$ cat src/rtl/cmd_dispatcher_if.sv
// UART byte-stream bundle between the UART RX/TX blocks and the command dispatcher.
// master = UART side, slave = dispatcher side.
interface cmd_dispatcher_if;
    logic [7:0] rx_data;
    logic       rx_valid;
    logic       rx_drop;
    logic [7:0] tx_data;
    logic       tx_valid;
    logic       tx_ready;

    modport master (
        output rx_data, rx_valid, tx_ready,
        input  tx_data, tx_valid, rx_drop
    );

    modport slave (
        input  rx_data, rx_valid, tx_ready,
        output tx_data, tx_valid, rx_drop
    );
endinterface

$ cat src/rtl/cmd_dispatcher.sv
// UART command dispatcher: opcode/argument parsing, threshold/frequency writes, triggered FFT peak readback.
// Optional feature macro: CMD_DISPATCH_ACK_EN (ACK byte after set commands and valid channel selection).
module cmd_dispatcher #(
    parameter int NUM_CH      = 4,
    parameter int VALUE_W     = 10,
    parameter int TIMEOUT_CYC = 1000000
) (
    input  logic                        clk,
    input  logic                        reset,
    cmd_dispatcher_if.slave             uart,
    input  logic                        trigger,
    input  logic                        fft_done,
    input  logic [NUM_CH*VALUE_W-1:0]   max_value,
    output logic [7:0]                  thr_value,
    output logic                        thr_we,
    output logic [7:0]                  freq_value,
    output logic                        freq_we,
    output logic [$clog2(NUM_CH)-1:0]   ch_sel,
    output logic                        busy
);
    localparam int CH_W    = $clog2(NUM_CH);
    localparam int NBYTES  = (VALUE_W + 7) / 8;
    localparam int REPLY_W = NBYTES * 8;
    localparam int CNT_W   = $clog2(NBYTES + 1);
    localparam int WDOG_W  = $clog2(TIMEOUT_CYC + 1);
    localparam logic [WDOG_W-1:0] WDOG_LIMIT = WDOG_W'(TIMEOUT_CYC);
    localparam logic [CNT_W-1:0]  LAST_IDX   = CNT_W'(NBYTES - 1);

    localparam logic [7:0] OP_SET_THR  = 8'h01;
    localparam logic [7:0] OP_SET_FREQ = 8'h02;
    localparam logic [7:0] OP_READ_MAX = 8'h03;
    localparam logic [7:0] OP_PING     = 8'h04;
    localparam logic [7:0] BYTE_PING   = 8'hA5;
    localparam logic [7:0] BYTE_NAK    = 8'hEE;
`ifdef CMD_DISPATCH_ACK_EN
    localparam logic [7:0] BYTE_ACK    = 8'h06;
`endif

    typedef enum logic [2:0] {
        ST_IDLE,
        ST_GET_ARG,
        ST_EXEC,
        ST_WAIT_TRIG,
        ST_WAIT_FFT,
        ST_SEND
    } state_t;

    state_t               state_reg;
    logic [7:0]           opcode_reg;
    logic [7:0]           arg_reg;
    logic [REPLY_W-1:0]   reply_reg;
    logic [CNT_W-1:0]     bytes_left_reg;
    logic [WDOG_W-1:0]    wdog_reg;
`ifdef CMD_DISPATCH_ACK_EN
    logic                 arm_after_ack_reg;
`endif

    logic [VALUE_W-1:0]   peaks [NUM_CH];
    logic [REPLY_W-1:0]   peak_ext;
    logic                 wdog_expired;
    logic                 ch_ok;

    generate
        for (genvar gi = 0; gi < NUM_CH; gi++) begin : g_peak
            assign peaks[gi] = max_value[gi*VALUE_W +: VALUE_W];
        end
    endgenerate

    assign peak_ext     = REPLY_W'(peaks[ch_sel]);
    assign wdog_expired = (wdog_reg == WDOG_LIMIT);
    assign ch_ok        = (32'(arg_reg) < 32'(NUM_CH));
    assign busy         = (state_reg != ST_IDLE);

    always_ff @(posedge clk or posedge reset) begin
        if (reset) begin
            state_reg         <= ST_IDLE;
            opcode_reg        <= '0;
            arg_reg           <= '0;
            reply_reg         <= '0;
            bytes_left_reg    <= '0;
            wdog_reg          <= '0;
            thr_value         <= '0;
            thr_we            <= 1'b0;
            freq_value        <= '0;
            freq_we           <= 1'b0;
            ch_sel            <= '0;
            uart.tx_data      <= '0;
            uart.tx_valid     <= 1'b0;
            uart.rx_drop      <= 1'b0;
`ifdef CMD_DISPATCH_ACK_EN
            arm_after_ack_reg <= 1'b0;
`endif
        end else begin
            thr_we       <= 1'b0;
            freq_we      <= 1'b0;
            uart.rx_drop <= uart.rx_valid &&
                            (state_reg inside {ST_EXEC, ST_WAIT_TRIG, ST_WAIT_FFT, ST_SEND});

            // Saturating watchdog; transitions into a waiting state clear it explicitly below.
            if (state_reg inside {ST_GET_ARG, ST_WAIT_TRIG, ST_WAIT_FFT}) begin
                if (!wdog_expired) begin
                    wdog_reg <= wdog_reg + 1'b1;
                end
            end else begin
                wdog_reg <= '0;
            end

            case (state_reg)
                ST_IDLE: begin
                    if (uart.rx_valid) begin
                        opcode_reg <= uart.rx_data;
                        if (uart.rx_data inside {OP_SET_THR, OP_SET_FREQ, OP_READ_MAX}) begin
                            state_reg <= ST_GET_ARG;
                        end else begin
                            uart.tx_data   <= (uart.rx_data == OP_PING) ? BYTE_PING : BYTE_NAK;
                            uart.tx_valid  <= 1'b1;
                            bytes_left_reg <= '0;
                            state_reg      <= ST_SEND;
                        end
                    end
                end

                ST_GET_ARG: begin
                    if (uart.rx_valid) begin
                        arg_reg   <= uart.rx_data;
                        state_reg <= ST_EXEC;
                    end else if (wdog_expired) begin
                        uart.tx_data   <= BYTE_NAK;
                        uart.tx_valid  <= 1'b1;
                        bytes_left_reg <= '0;
                        state_reg      <= ST_SEND;
                    end
                end

                ST_EXEC: begin
                    if (opcode_reg == OP_SET_THR || opcode_reg == OP_SET_FREQ) begin
                        if (opcode_reg == OP_SET_THR) begin
                            thr_value <= arg_reg;
                            thr_we    <= 1'b1;
                        end else begin
                            freq_value <= arg_reg;
                            freq_we    <= 1'b1;
                        end
`ifdef CMD_DISPATCH_ACK_EN
                        uart.tx_data   <= BYTE_ACK;
                        uart.tx_valid  <= 1'b1;
                        bytes_left_reg <= '0;
                        state_reg      <= ST_SEND;
`else
                        state_reg <= ST_IDLE;
`endif
                    end else if (ch_ok) begin
                        ch_sel <= arg_reg[CH_W-1:0];
`ifdef CMD_DISPATCH_ACK_EN
                        uart.tx_data      <= BYTE_ACK;
                        uart.tx_valid     <= 1'b1;
                        bytes_left_reg    <= '0;
                        arm_after_ack_reg <= 1'b1;
                        state_reg         <= ST_SEND;
`else
                        state_reg <= ST_WAIT_TRIG;
`endif
                    end else begin
                        uart.tx_data   <= BYTE_NAK;
                        uart.tx_valid  <= 1'b1;
                        bytes_left_reg <= '0;
                        state_reg      <= ST_SEND;
                    end
                end

                ST_WAIT_TRIG: begin
                    // A coincident fft_done belongs to an earlier acquisition and is ignored.
                    if (trigger) begin
                        wdog_reg  <= '0;
                        state_reg <= ST_WAIT_FFT;
                    end else if (wdog_expired) begin
                        uart.tx_data   <= BYTE_NAK;
                        uart.tx_valid  <= 1'b1;
                        bytes_left_reg <= '0;
                        state_reg      <= ST_SEND;
                    end
                end

                ST_WAIT_FFT: begin
                    if (fft_done) begin
                        uart.tx_data   <= peak_ext[REPLY_W-1 -: 8];
                        reply_reg      <= peak_ext << 8;
                        uart.tx_valid  <= 1'b1;
                        bytes_left_reg <= LAST_IDX;
                        state_reg      <= ST_SEND;
                    end else if (wdog_expired) begin
                        uart.tx_data   <= BYTE_NAK;
                        uart.tx_valid  <= 1'b1;
                        bytes_left_reg <= '0;
                        state_reg      <= ST_SEND;
                    end
                end

                ST_SEND: begin
                    if (uart.tx_ready) begin
                        if (bytes_left_reg == '0) begin
                            uart.tx_valid <= 1'b0;
`ifdef CMD_DISPATCH_ACK_EN
                            if (arm_after_ack_reg) begin
                                arm_after_ack_reg <= 1'b0;
                                state_reg         <= ST_WAIT_TRIG;
                            end else
`endif
                            state_reg <= ST_IDLE;
                        end else begin
                            uart.tx_data   <= reply_reg[REPLY_W-1 -: 8];
                            reply_reg      <= reply_reg << 8;
                            bytes_left_reg <= bytes_left_reg - 1'b1;
                        end
                    end
                end

                default: state_reg <= ST_IDLE;
            endcase
        end
    end
endmodule

$ cat src/flat_wrapper.sv
// flat-port wrapper written by rule: the top's interface ports become plain ports
module cmd_dispatcher_flat 
#(
    parameter int NUM_CH      = 4,
    parameter int VALUE_W     = 10,
    parameter int TIMEOUT_CYC = 1000000
)
  (clk, reset, trigger, fft_done, max_value, thr_value, thr_we, freq_value, freq_we, ch_sel, busy, uart_rx_data, uart_rx_valid, uart_tx_ready, uart_tx_data, uart_tx_valid, uart_rx_drop);
  cmd_dispatcher_if uart_i ();
  input  logic clk;
  input  logic reset;
  input  logic trigger;
  input  logic fft_done;
  input  logic [NUM_CH*VALUE_W-1:0] max_value;
  output logic [7:0] thr_value;
  output logic thr_we;
  output logic [7:0] freq_value;
  output logic freq_we;
  output logic [$clog2(NUM_CH)-1:0] ch_sel;
  output logic busy;
  input wire logic [$bits(uart_i.rx_data)-1:0] uart_rx_data;
  input wire logic [$bits(uart_i.rx_valid)-1:0] uart_rx_valid;
  input wire logic [$bits(uart_i.tx_ready)-1:0] uart_tx_ready;
  output wire logic [$bits(uart_i.tx_data)-1:0] uart_tx_data;
  output wire logic [$bits(uart_i.tx_valid)-1:0] uart_tx_valid;
  output wire logic [$bits(uart_i.rx_drop)-1:0] uart_rx_drop;
  assign uart_i.rx_data = uart_rx_data;
  assign uart_i.rx_valid = uart_rx_valid;
  assign uart_i.tx_ready = uart_tx_ready;
  assign uart_tx_data = uart_i.tx_data;
  assign uart_tx_valid = uart_i.tx_valid;
  assign uart_rx_drop = uart_i.rx_drop;
  cmd_dispatcher #(.NUM_CH(NUM_CH), .VALUE_W(VALUE_W), .TIMEOUT_CYC(TIMEOUT_CYC)) u_core (.clk(clk), .reset(reset), .uart(uart_i), .trigger(trigger), .fft_done(fft_done), .max_value(max_value), .thr_value(thr_value), .thr_we(thr_we), .freq_value(freq_value), .freq_we(freq_we), .ch_sel(ch_sel), .busy(busy));
endmodule
$ cat config.mk
export PLATFORM = sky130hd
export DESIGN_NAME = cmd_dispatcher_flat
export DESIGN_NICKNAME = d
export VERILOG_FILES = /design/src/rtl/cmd_dispatcher_if.sv /design/src/rtl/cmd_dispatcher.sv /design/src/flat_wrapper.sv
export SDC_FILE = /design/constraint.sdc
export NUM_CORES = 1
export LEC_CHECK = 0
export CORE_MARGIN = 2
export CORE_UTILIZATION = 51
export DETAILED_ROUTE_END_ITERATION = 12
export GPL_TIMING_DRIVEN = 0
export HOLD_SLACK_MARGIN = 0.05
export PLACE_DENSITY = 0.76
export RECOVER_POWER = 50
export SYNTH_ARGS = -nofsm -noshare
export SYNTH_HDL_FRONTEND = slang
export SYNTH_SLANG_ARGS = --single-unit
$ cat constraint.sdc
create_clock -name clk -period 3.8 [get_ports clk]
set_clock_uncertainty 0.2 [all_clocks]
set_input_delay 1.14 -clock clk [delete_from_list [all_inputs] [get_ports clk]]
set_output_delay 1.14 -clock clk [all_outputs]
set_load 0.03 [all_outputs]
After elaboration in Yosys (flattened, before gate mapping). Index checks and enable logic that the tools add are counted.

Bits in registers: 87. Latch bits: 0. Bits in writable memories: 0. Memory bits (read-only): 0. Bits of input ports: 54. Output and inout port bits: 31. Word-level logic and storage cells: 124. Memories kept: 0.

Add/subtract/negate cells: 2. Multiply operators: 0. Divide/modulo/power cells: 0. $lt $le $gt $ge: 2. Eq/ne operators: 22. Shift operators: 0. Mux-type cells: 62. Bitwise gates (word level): 3. Reductions and logical operators: 19.

Operator list (count): $mux 20 (4); $mux 8 (10); $mux 16 (3); $pmux 8 s6 (1); $pmux 16 s2 (1); $mux 3 (10); $eq 8x2->1 const B (3); $add 20x1->20 const B (1); $bmux 10 s2 (1); $eq 20x20->1 const B (1); $mux 10 (2); $mux 2 (10); $ne 2x2->1 const B (10); $pmux 3 s6 (1); $reduce_and 9->1 (2); $eq 8x1->1 const B (2); $mux 1 (16); $pmux 2 s6 (1); $reduce_and 3->1 (4); $reduce_bool 3->1 (3); $eq 8x3->1 const B (1); $lt 8x3->1 const B (1); $mux 7 (1); $eq 3x2->1 const B (2); other kinds (16) (19).

Longest topological paths before layout. Gate-level depths: netlist of the first run.

Depth in word-level cells: 6. Mapped depth: 8. Depth with buffers taken out: 7.

Least setup slack after synthesis of the first run. Ideal clock, no wire load.

Kind: input to register. From: input uart_rx_data[2]. To: register u_core.uart.tx_data[2]. Setup time: 121 ps. Data arrival time: 2495 ps. Data required time: 3479 ps. Setup slack: 984 ps. Stages: 5. Path buffers: 0. Cells stage by stage: or4_1 > o31ai_1 > a22o_1 > nor3_4 > a22o_1.

Longest elaborated chain between the ends: 4. Elaborated cells on any way between the ends: 6. Those cells by class: 4 x eq/ne; 2 x reduce/logical.

Ends and longest elaborated chain: start: declaration (line flat_wrapper.sv:21) `input wire logic [$bits(uart_i.rx_data)-1:0] uart_rx_data;`; $eq 8x1->1 or $eq 8x2->1 (tied branches) (line cmd_dispatcher.sv:112) `if (uart.rx_data inside {OP_SET_THR, OP_SET_FREQ, OP_READ_MAX}) begin`; $reduce_bool 3->1 * (line cmd_dispatcher.sv:112); $ne 2x2->1 (no source line) *; $reduce_and 9->1 (no source line) *; end signal: assignment (line cmd_dispatcher.sv:115) `uart.tx_data <= (uart.rx_data == OP_PING) ? BYTE_PING : BYTE_NAK;`; end signal: assignment (line cmd_dispatcher.sv:186) `uart.tx_data <= peak_ext[REPLY_W-1 -: 8];`; end signal: assignment (line cmd_dispatcher.sv:211) `uart.tx_data <= reply_reg[REPLY_W-1 -: 8];`; end: declaration (line cmd_dispatcher_if.sv:18) `output tx_data, tx_valid, rx_drop`.

Mark *: on every way between the ends. The rest lies on a longest branch, timed or not. A chain may end at the register's enable or synchronous reset.

Final worst setup path of the first run.
From: register u_core.state_reg[2]. To: output busy.

Longest elaborated chain between the ends: 1.

Ends and longest elaborated chain: start: declaration (line cmd_dispatcher.sv:48) `state_t state_reg;`; start signal: assignment (line cmd_dispatcher.sv:76) `state_reg <= ST_IDLE;`; start signal: assignment (line cmd_dispatcher.sv:113) `state_reg <= ST_GET_ARG;`; start signal: assignment (line cmd_dispatcher.sv:118) `state_reg <= ST_SEND;`; $reduce_bool 3->1 (line cmd_dispatcher.sv:72) `assign busy = (state_reg != ST_IDLE);`; end: declaration (line flat_wrapper.sv:20) `output logic busy;`.

No other way between the ends.

==> qor.yml, run 1 <==
outcome:
  status: "finished with violations"
  violations: "capacitance limit, slew limit"
clocking:
  cts.sinks: 79
  ctsResizeCount: 0
  numCtsBuffers: 9
  clk_latency_ns: 0.35
  clock_path_buffers: 2
  cts_setup_buffers: 0
  clkSlewWorstSetupHoldPaths_ns: 0.09
  cts.htree.levels: 3
  cts_root_buffer: "clkbuf_8"
  cts_tree: "yes"
  cts-hold-fix-buffers: 0
final_layout:
  final_util_pct: 66.3
  multi_input_area_um2: 2080
  area_growth_pct: 28.0
  drive_above_1_share_pct: 16.1
  fill_cells: 661
  num_antenna_cells: 0
  nets: 543
  final_area_um2: 5370
  seqCellArea_um2: 1980
  layout.cells.non_filler: 596
  largest_reg_flops: 20
power_and_ir_drop:
  pwr-share-seq_pct: 36.7
  p_per_area_nw_per_um2: 632
  power.share.clock_pct: 17.1
  intPower_mw: 2.00
  p_switching_mw: 1.39
  comb_power_share_pct: 46.2
  ir_drop_mv: 0.384
  leakage_nw: 2.19
  swShare_pct: 41.0
synthesis:
  netlist.area_leader.share_pct: 47.1
  synth_area_leader_cell: "dfrtp_1"
  syn_area_per_cell_um2: 10.8
  yosysWarnings: 0
  netlist_top_cells_area: "dfrtp_1 47%, mux2_2 9.7%, mux4_2 4.8%"
  ys_types: 59
  synthArstFlopShare_pct: 100
  ys_ff_latch: 79
  ys.flop_type: "dfrtp_1"
  synth_edf_count: 0
  ys_seq_area_share_pct: 47.1
  synth_commonest_cells: "79 x dfrtp_1, 36 x mux2_2, 36 x nor2_1, 27 x a21oi_1, 23 x nand2_1"
  syn-cell-area_um2: 4190
  syn-num-nets: 447
  synth_cells: 390
  yosysMostFrequentCell: "dfrtp_1"
worst_hold_path:
  hold_class: "flip-flop to flip-flop"
  min_path_cells: 1
  hp-start: "u_core.uart.tx_data[3]$_DFFE_PP0P_"
  hold_end: "u_core.uart.tx_data[3]$_DFFE_PP0P_"
critical_path:
  rr_endpoint: "u_core.bytes_left_reg[0]$_DFFE_PP0P_"
  rrSetupSlack_ns: 0.77
  worstPathRequired_ns: 2.46
  critPathKind: "flip-flop to output pin"
  worstSetupStartpointType: "flip-flop"
  r2r_cells: 6
  timing.rr.start: "u_core.opcode_reg[2]$_DFFE_PP0P_"
  worstSetupEndpointType: "output pin"
  path_max_fanout: 10
  critPathArrivalTime_ns: 2.35
job:
  drv_cap: 1
detailed_routing:
  wirelength_mm: 10.1
  drtIter0Drc: 198
  vias_per_cell: 5.76
  wl_met2_mm: 5.02
  vias: 3432
  dr.pass1.iters: 5
  routed.top_layer: "met4"
  drc: 0
  drtAntennaViolNets: 0
  wl_met3_um: 497
  wl_per_cell_um: 16.9
  wl_met1_mm: 4.47
grt:
  track_usage_pct: 23.7
  grt_pass1_wl_mm: 16.3
  grt_pass1_vias: 3336
  antenna_found_initial: 0
  grt_max_degree: 45
  grt_overflow: 0
floorplanning:
  fp.dieArea_um2: 8970
  die_w_um: 94.7
  initial_core_util_pct: 51.8
  io_pins: 85
  rows: 33
  core_area_um2: 8090
  chipHeight_um: 94.7
placed_design:
  post-dp-hpwl_mm: 7.71
  placedCellCount: 580
  numPortBuffers: 84
  gp_congestion: 0.948
  place_area_um2: 5190
sta:
  max_freq_mhz: 271
  rsz0062_at_grt: "no"
  period_needed_ns: 3.69
  worstMarginPinSlew_ns: 1.60
  hold_slack_ns: 0.304
  slew_headroom_pct: -7.15
  hold_viol_final: 0
  setup_viol: 0
  slew_violations: 36
  fin_crit_sh_pct: 97.1
## how the worst max path moves through the flow
stage	from	to	slack, ns
2_1_floorplan	reset	u_core.arg_reg[0]$_DFFE_PP0P_	0.44
3_3_place_gp	reset	u_core.reply_reg[13]$_DFFE_PP0P_	-0.74
3_5_place_dp	uart_rx_data[2]	u_core.uart.tx_data[5]$_DFFE_PP0P_	0.36
4_1_cts	u_core.state_reg[2]$_DFFE_PP0P_	busy	0.18
5_1_grt	u_core.state_reg[2]$_DFFE_PP0P_	busy	0.02
6_report	u_core.state_reg[2]$_DFFE_PP0P_	busy	0.11
## layout by cell type, fill, tap and decap left out, types with 4 or more instances in the layout
cell type / Yosys / final
a21oi_1: 27 / 27
a22o_1: 6 / 6
clkbuf_1: 12 / 12
clkbuf_8: 0 / 9
clkdlybuf4s50_1: 0 / 82
dfrtp_1: 79 / 79
inv_1: 15 / 14
mux2_2: 36 / 36
mux4_2: 9 / 9
nand2_1: 23 / 23
nand2b_1: 4 / 4
nand3_1: 11 / 11
nand3b_1: 5 / 5
nand4_1: 4 / 4
nor2_1: 36 / 36
nor2b_1: 9 / 9
nor3_1: 7 / 7
o21ai_0: 20 / 20
o22a_1: 4 / 4
or4_1: 4 / 4
xnor2_1: 11 / 11
xor2_1: 7 / 7
## layer usage
| metal | vias up | track usage, % |
|---|---|---|
| met3 | 10 | 4.47 |
| li1 | 1616 | - |
| met5 | - | 0 |
| met4 | 0 | 7.37 |
| met1 | 1701 | 31.7 |
| met2 | 105 | 39.1 |
## power groups by stage
stage                     clock [mW]  combinational, mW  sequential [mW]
after global placement             0               1.52             1.25
after detailed placement           0               1.55             1.26
final                          0.581               1.57             1.24
after global routing           0.641               1.70             1.27
after floorplan                    0               1.00             1.32
after CTS                      0.599               1.56             1.25
## layout make-up
type	instances	share of cell area, %
multi-input cells	278	38.7
flip-flops and latches	79	36.8
repair buffers	85	16.0
well taps	105	2.45
clock buffers	9	2.31
plain buffers	18	1.45
clock inverters	7	1.14
inverters	15	1.07
## worst max-delay path, cell delays in order (launching register included)
cell	delay, ns
dfrtp_1	0.44
clkbuf_1	0.25
nor3_1	0.58
inv_1	0.11
clkdlybuf4s50_1	0.62
## logic make-up after synthesis
logic type	synth area share, %
compound gates	13.2
mux	15.2
buf+inv	3.19
simple gates	16.6
xor+xnor	3.76
fa+ha+maj	0.895
flops	47.1
## through the flow
stage / setup TNS, ns / worst slack, ns / power (mW)
4_1_cts: 0 / 0.184 / 3.41
3_5_place_dp: 0 / 0.357 / 2.81
3_3_place_gp: -57.91 / -0.737 / 2.77
2_1_floorplan: 0 / 0.437 / 2.32
5_1_grt: 0 / 0.0226 / 3.61
6_report: 0 / 0.109 / 3.39
Power figures use the tool's default switching activity.
==> inputs of run 2 (changes only) <==
--- a/config.mk
+++ b/config.mk
@@ -10,7 +10,7 @@
 export DETAILED_ROUTE_END_ITERATION = 12
 export GPL_TIMING_DRIVEN = 0
 export HOLD_SLACK_MARGIN = 0.05
-export PLACE_DENSITY = 0.76
+export PLACE_DENSITY = 0.89
 export RECOVER_POWER = 50
 export SYNTH_ARGS = -nofsm -noshare
 export SYNTH_HDL_FRONTEND = slang
==> run 2 against run 1 <==
The run still ends with capacitance limit, slew limit left; first-iteration DRC count increased by 42%; via count increased by 0.93%; sequential share of layout area about the same; combinational power about the same; critical path depth unchanged; utilization about the same; sequential power about the same; die area unchanged; maximum frequency increased by 5.0%; largest power group unchanged; highest routed layer unchanged.
==> qor.yml, run 2 (synthesized netlist as in run 1, its figures left out) <==
detailed_routing:
  drtAntennaViolNets: 0  # unchanged
  drc: 0  # unchanged
  drtIter0Drc: 281  # was 198
  wl_per_cell_um: 17.1  # was 16.9 µm
  vias_per_cell: 5.81  # was 5.76
  wirelength_mm: 10.2  # was 10.1 mm
  vias: 3464  # was 3432
  dr.pass1.iters: 5  # unchanged
sta:
  worstMarginPinSlew_ns: 1.75  # was 1.60 ns
  setup-tns-final_ns: 0  # unchanged
  setup_viol: 0  # unchanged
  hold_viol_final: 0  # unchanged
  rsz0062_at_grt: "no"  # unchanged
  max_freq_mhz: 284  # was 271 MHz
  slew_violations: 40  # was 36
  period_needed_ns: 3.52  # was 3.69 ns
  slew_headroom_pct: -17.3  # was -7.15%
  fin_crit_sh_pct: 92.5  # was 97.1%
floorplanning:
  io_pins: 85  # unchanged
  die_w_um: 94.7  # unchanged
  initial_core_util_pct: 51.8  # unchanged
  rows: 33  # unchanged
  chipHeight_um: 94.7  # unchanged
  fp.dieArea_um2: 8970  # unchanged
  core_area_um2: 8090  # unchanged
final_layout:
  layout_common_cells: "82 x clkdlybuf4s50_1, 79 x dfrtp_1, 36 x mux2_2, 36 x nor2_1, 27 x a21oi_1"  # unchanged
  drive_above_1_share_pct: 15.9  # was 16.1%
  final_common_cell: "clkdlybuf4s50_1"  # unchanged
  largest_reg_flops: 20  # unchanged
  num_antenna_cells: 0  # unchanged
  nets: 543  # unchanged
  area_growth_pct: 28.0  # about the same
  layout.cells.non_filler: 596  # unchanged
critical_path:
  rrSetupSlack_ns: 0.79  # was 0.77 ns
  path_max_fanout: 10  # unchanged
  path_cells: "clkbuf_1, nor3_2, inv_1, clkdlybuf4s50_1"  # was clkbuf_1, nor3_1, inv_1, clkdlybuf4s50_1
  cp_num_buf_inv: 3  # unchanged
  worstSetupStartpointType: "flip-flop"  # unchanged
  timing.rr.start: "u_core.state_reg[1]$_DFFE_PP0P_"  # was u_core.opcode_reg[2]$_DFFE_PP0P_
  critPathKind: "flip-flop to output pin"  # unchanged
  crit_cells: 4  # unchanged
  critical_path.top_delay_family: "buffers and inverters"  # unchanged
  slowest_stage: "clkdlybuf4s50_1"  # unchanged
  max_stage_delay_ns: 0.60  # was 0.62 ns
  worstSetupEndpointType: "output pin"  # unchanged
  crit_end: "busy"  # unchanged
  critPathArrivalTime_ns: 2.18  # was 2.35 ns
  r2r_cells: 5  # was 6
  rr_endpoint: "u_core.thr_value[7]$_DFFE_PP0P_"  # was u_core.bytes_left_reg[0]$_DFFE_PP0P_
  worstPathRequired_ns: 2.46  # about the same
  startpoint: "u_core.state_reg[2]$_DFFE_PP0P_"  # unchanged
power_and_ir_drop:
  ir_drop_mv: 0.529  # was 0.384 mV
  p_per_area_nw_per_um2: 637  # was 632 nW/µm²
  leakage_nw: 2.19  # about the same
  report.power.total_mw: 3.42  # was 3.39 mW
placed_design:
  numPortBuffers: 84  # unchanged
  placedCellCount: 580  # unchanged
  post-dp-hpwl_mm: 7.67  # was 7.71 mm
  gp_congestion: 0.963  # was 0.948
outcome:
  violations: "capacitance limit, slew limit"  # unchanged
  status: "finished with violations"  # unchanged
worst_hold_path:
  hp-start: "u_core.opcode_reg[4]$_DFFE_PP0P_"  # was u_core.uart.tx_data[3]$_DFFE_PP0P_
  hold_class: "flip-flop to flip-flop"  # unchanged
grt:
  grt_max_degree: 41  # was 45
  antenna_found_initial: 0  # unchanged
  grt_pass1_wl_mm: 17.3  # was 16.3 mm
  grt_pass1_vias: 3604  # was 3336
  track_usage_pct: 24.8  # was 23.7%
  grt_overflow: 0  # unchanged
clocking:
  clkSlewWorstSetupHoldPaths_ns: 0.09  # about the same
  cts.htree.levels: 3  # unchanged
  clk_latency_ns: 0.36  # was 0.35 ns
  cts_tree: "yes"  # unchanged
  cts_setup_buffers: 0  # unchanged
  cts.sinks: 79  # unchanged
  clock_path_buffers: 2  # unchanged
  numCtsBuffers: 9  # unchanged
  cts_root_buffer: "clkbuf_8"  # unchanged
job:
  drv_cap: 1  # unchanged
[run 2: changes by cell type in the layout (fill, tap and decap cells not counted)]
cell / before / now
clkinv_4: 1 / 3
inv_6: 3 / 1
buf_2: 2 / 1
clkbuf_1: 12 / 13
clkinvlp_4: 2 / 1
inv_8: 1 / 2
nor3_1: 7 / 6
nor3_2: 1 / 2
nor4b_1: 2 / 3
nor4b_2: 1 / 0
[run 2: report_power, final]
part	total, mW	switching (mW)	internal, mW
logic	1.58	0.890	0.688
registers	1.24	0.179	1.07
clock network	0.596	0.344	0.252
[run 2: worst min-delay path by stage]
stage	end	slack [ns]	cells past startpoint
after floorplan	u_core.reply_reg[9]$_DFFE_PP0P_	0.26	2
after global placement	u_core.opcode_reg[2]$_DFFE_PP0P_	0.28	1
after detailed placement	u_core.opcode_reg[4]$_DFFE_PP0P_	0.29	1
after CTS	u_core.opcode_reg[4]$_DFFE_PP0P_	0.31	1
after global routing	u_core.opcode_reg[4]$_DFFE_PP0P_	0.32	1
final	u_core.opcode_reg[4]$_DFFE_PP0P_	0.30	1
[run 2: worst reg2reg max path, stage by stage (launching register included)]
cell,delay [ns]
dfrtp_1,0.33
clkbuf_1,0.34
nor3b_1,0.55
nor4b_1,0.52
nand3b_1,0.52
mux2_2,0.44
[run 2: metal layers]
metal  up-vias  part of all wire, %  track usage [%]
met4         0                  1.6             8.57
met3        15                  5.6             4.55
li1       1627                    -                -
met5         -                    0                0
met2       128                   52             43.5
met1      1694                   41             30.7
[run 2: metrics by stage]
stage / worst slack [ns] / hold WS [ns] / instance area [µm²] / utilization [%]
3_3_place_gp: -0.664 / 0.283 / 5170 / 63.8
4_1_cts: 0.200 / 0.310 / 5380 / 66.5
2_1_floorplan: 0.437 / 0.259 / 4190 / -
6_report: 0.283 / 0.304 / 5370 / 66.3
3_5_place_dp: 0.345 / 0.291 / 5190 / 64.1
5_1_grt: 0.143 / 0.323 / 5370 / 66.3
[run 2: final cells by class]
type	count	area, µm²
Multi-Input combinational cell	278	2080
Inverter	15	57.6
Clock inverter	7	65.1
Buffer	18	76.3
Fill cell	670	2730
Timing Repair Buffer	85	861
Clock buffer	9	124
Tap cell	105	131
Sequential cell	79	1980
[run 2: repair_timing]
action	4_1_cts	5_1_grt
resized for setup	0	1
hold endpoints to repair	0	0
endpoints found under the setup margin	0	1
hold buffers	0	0
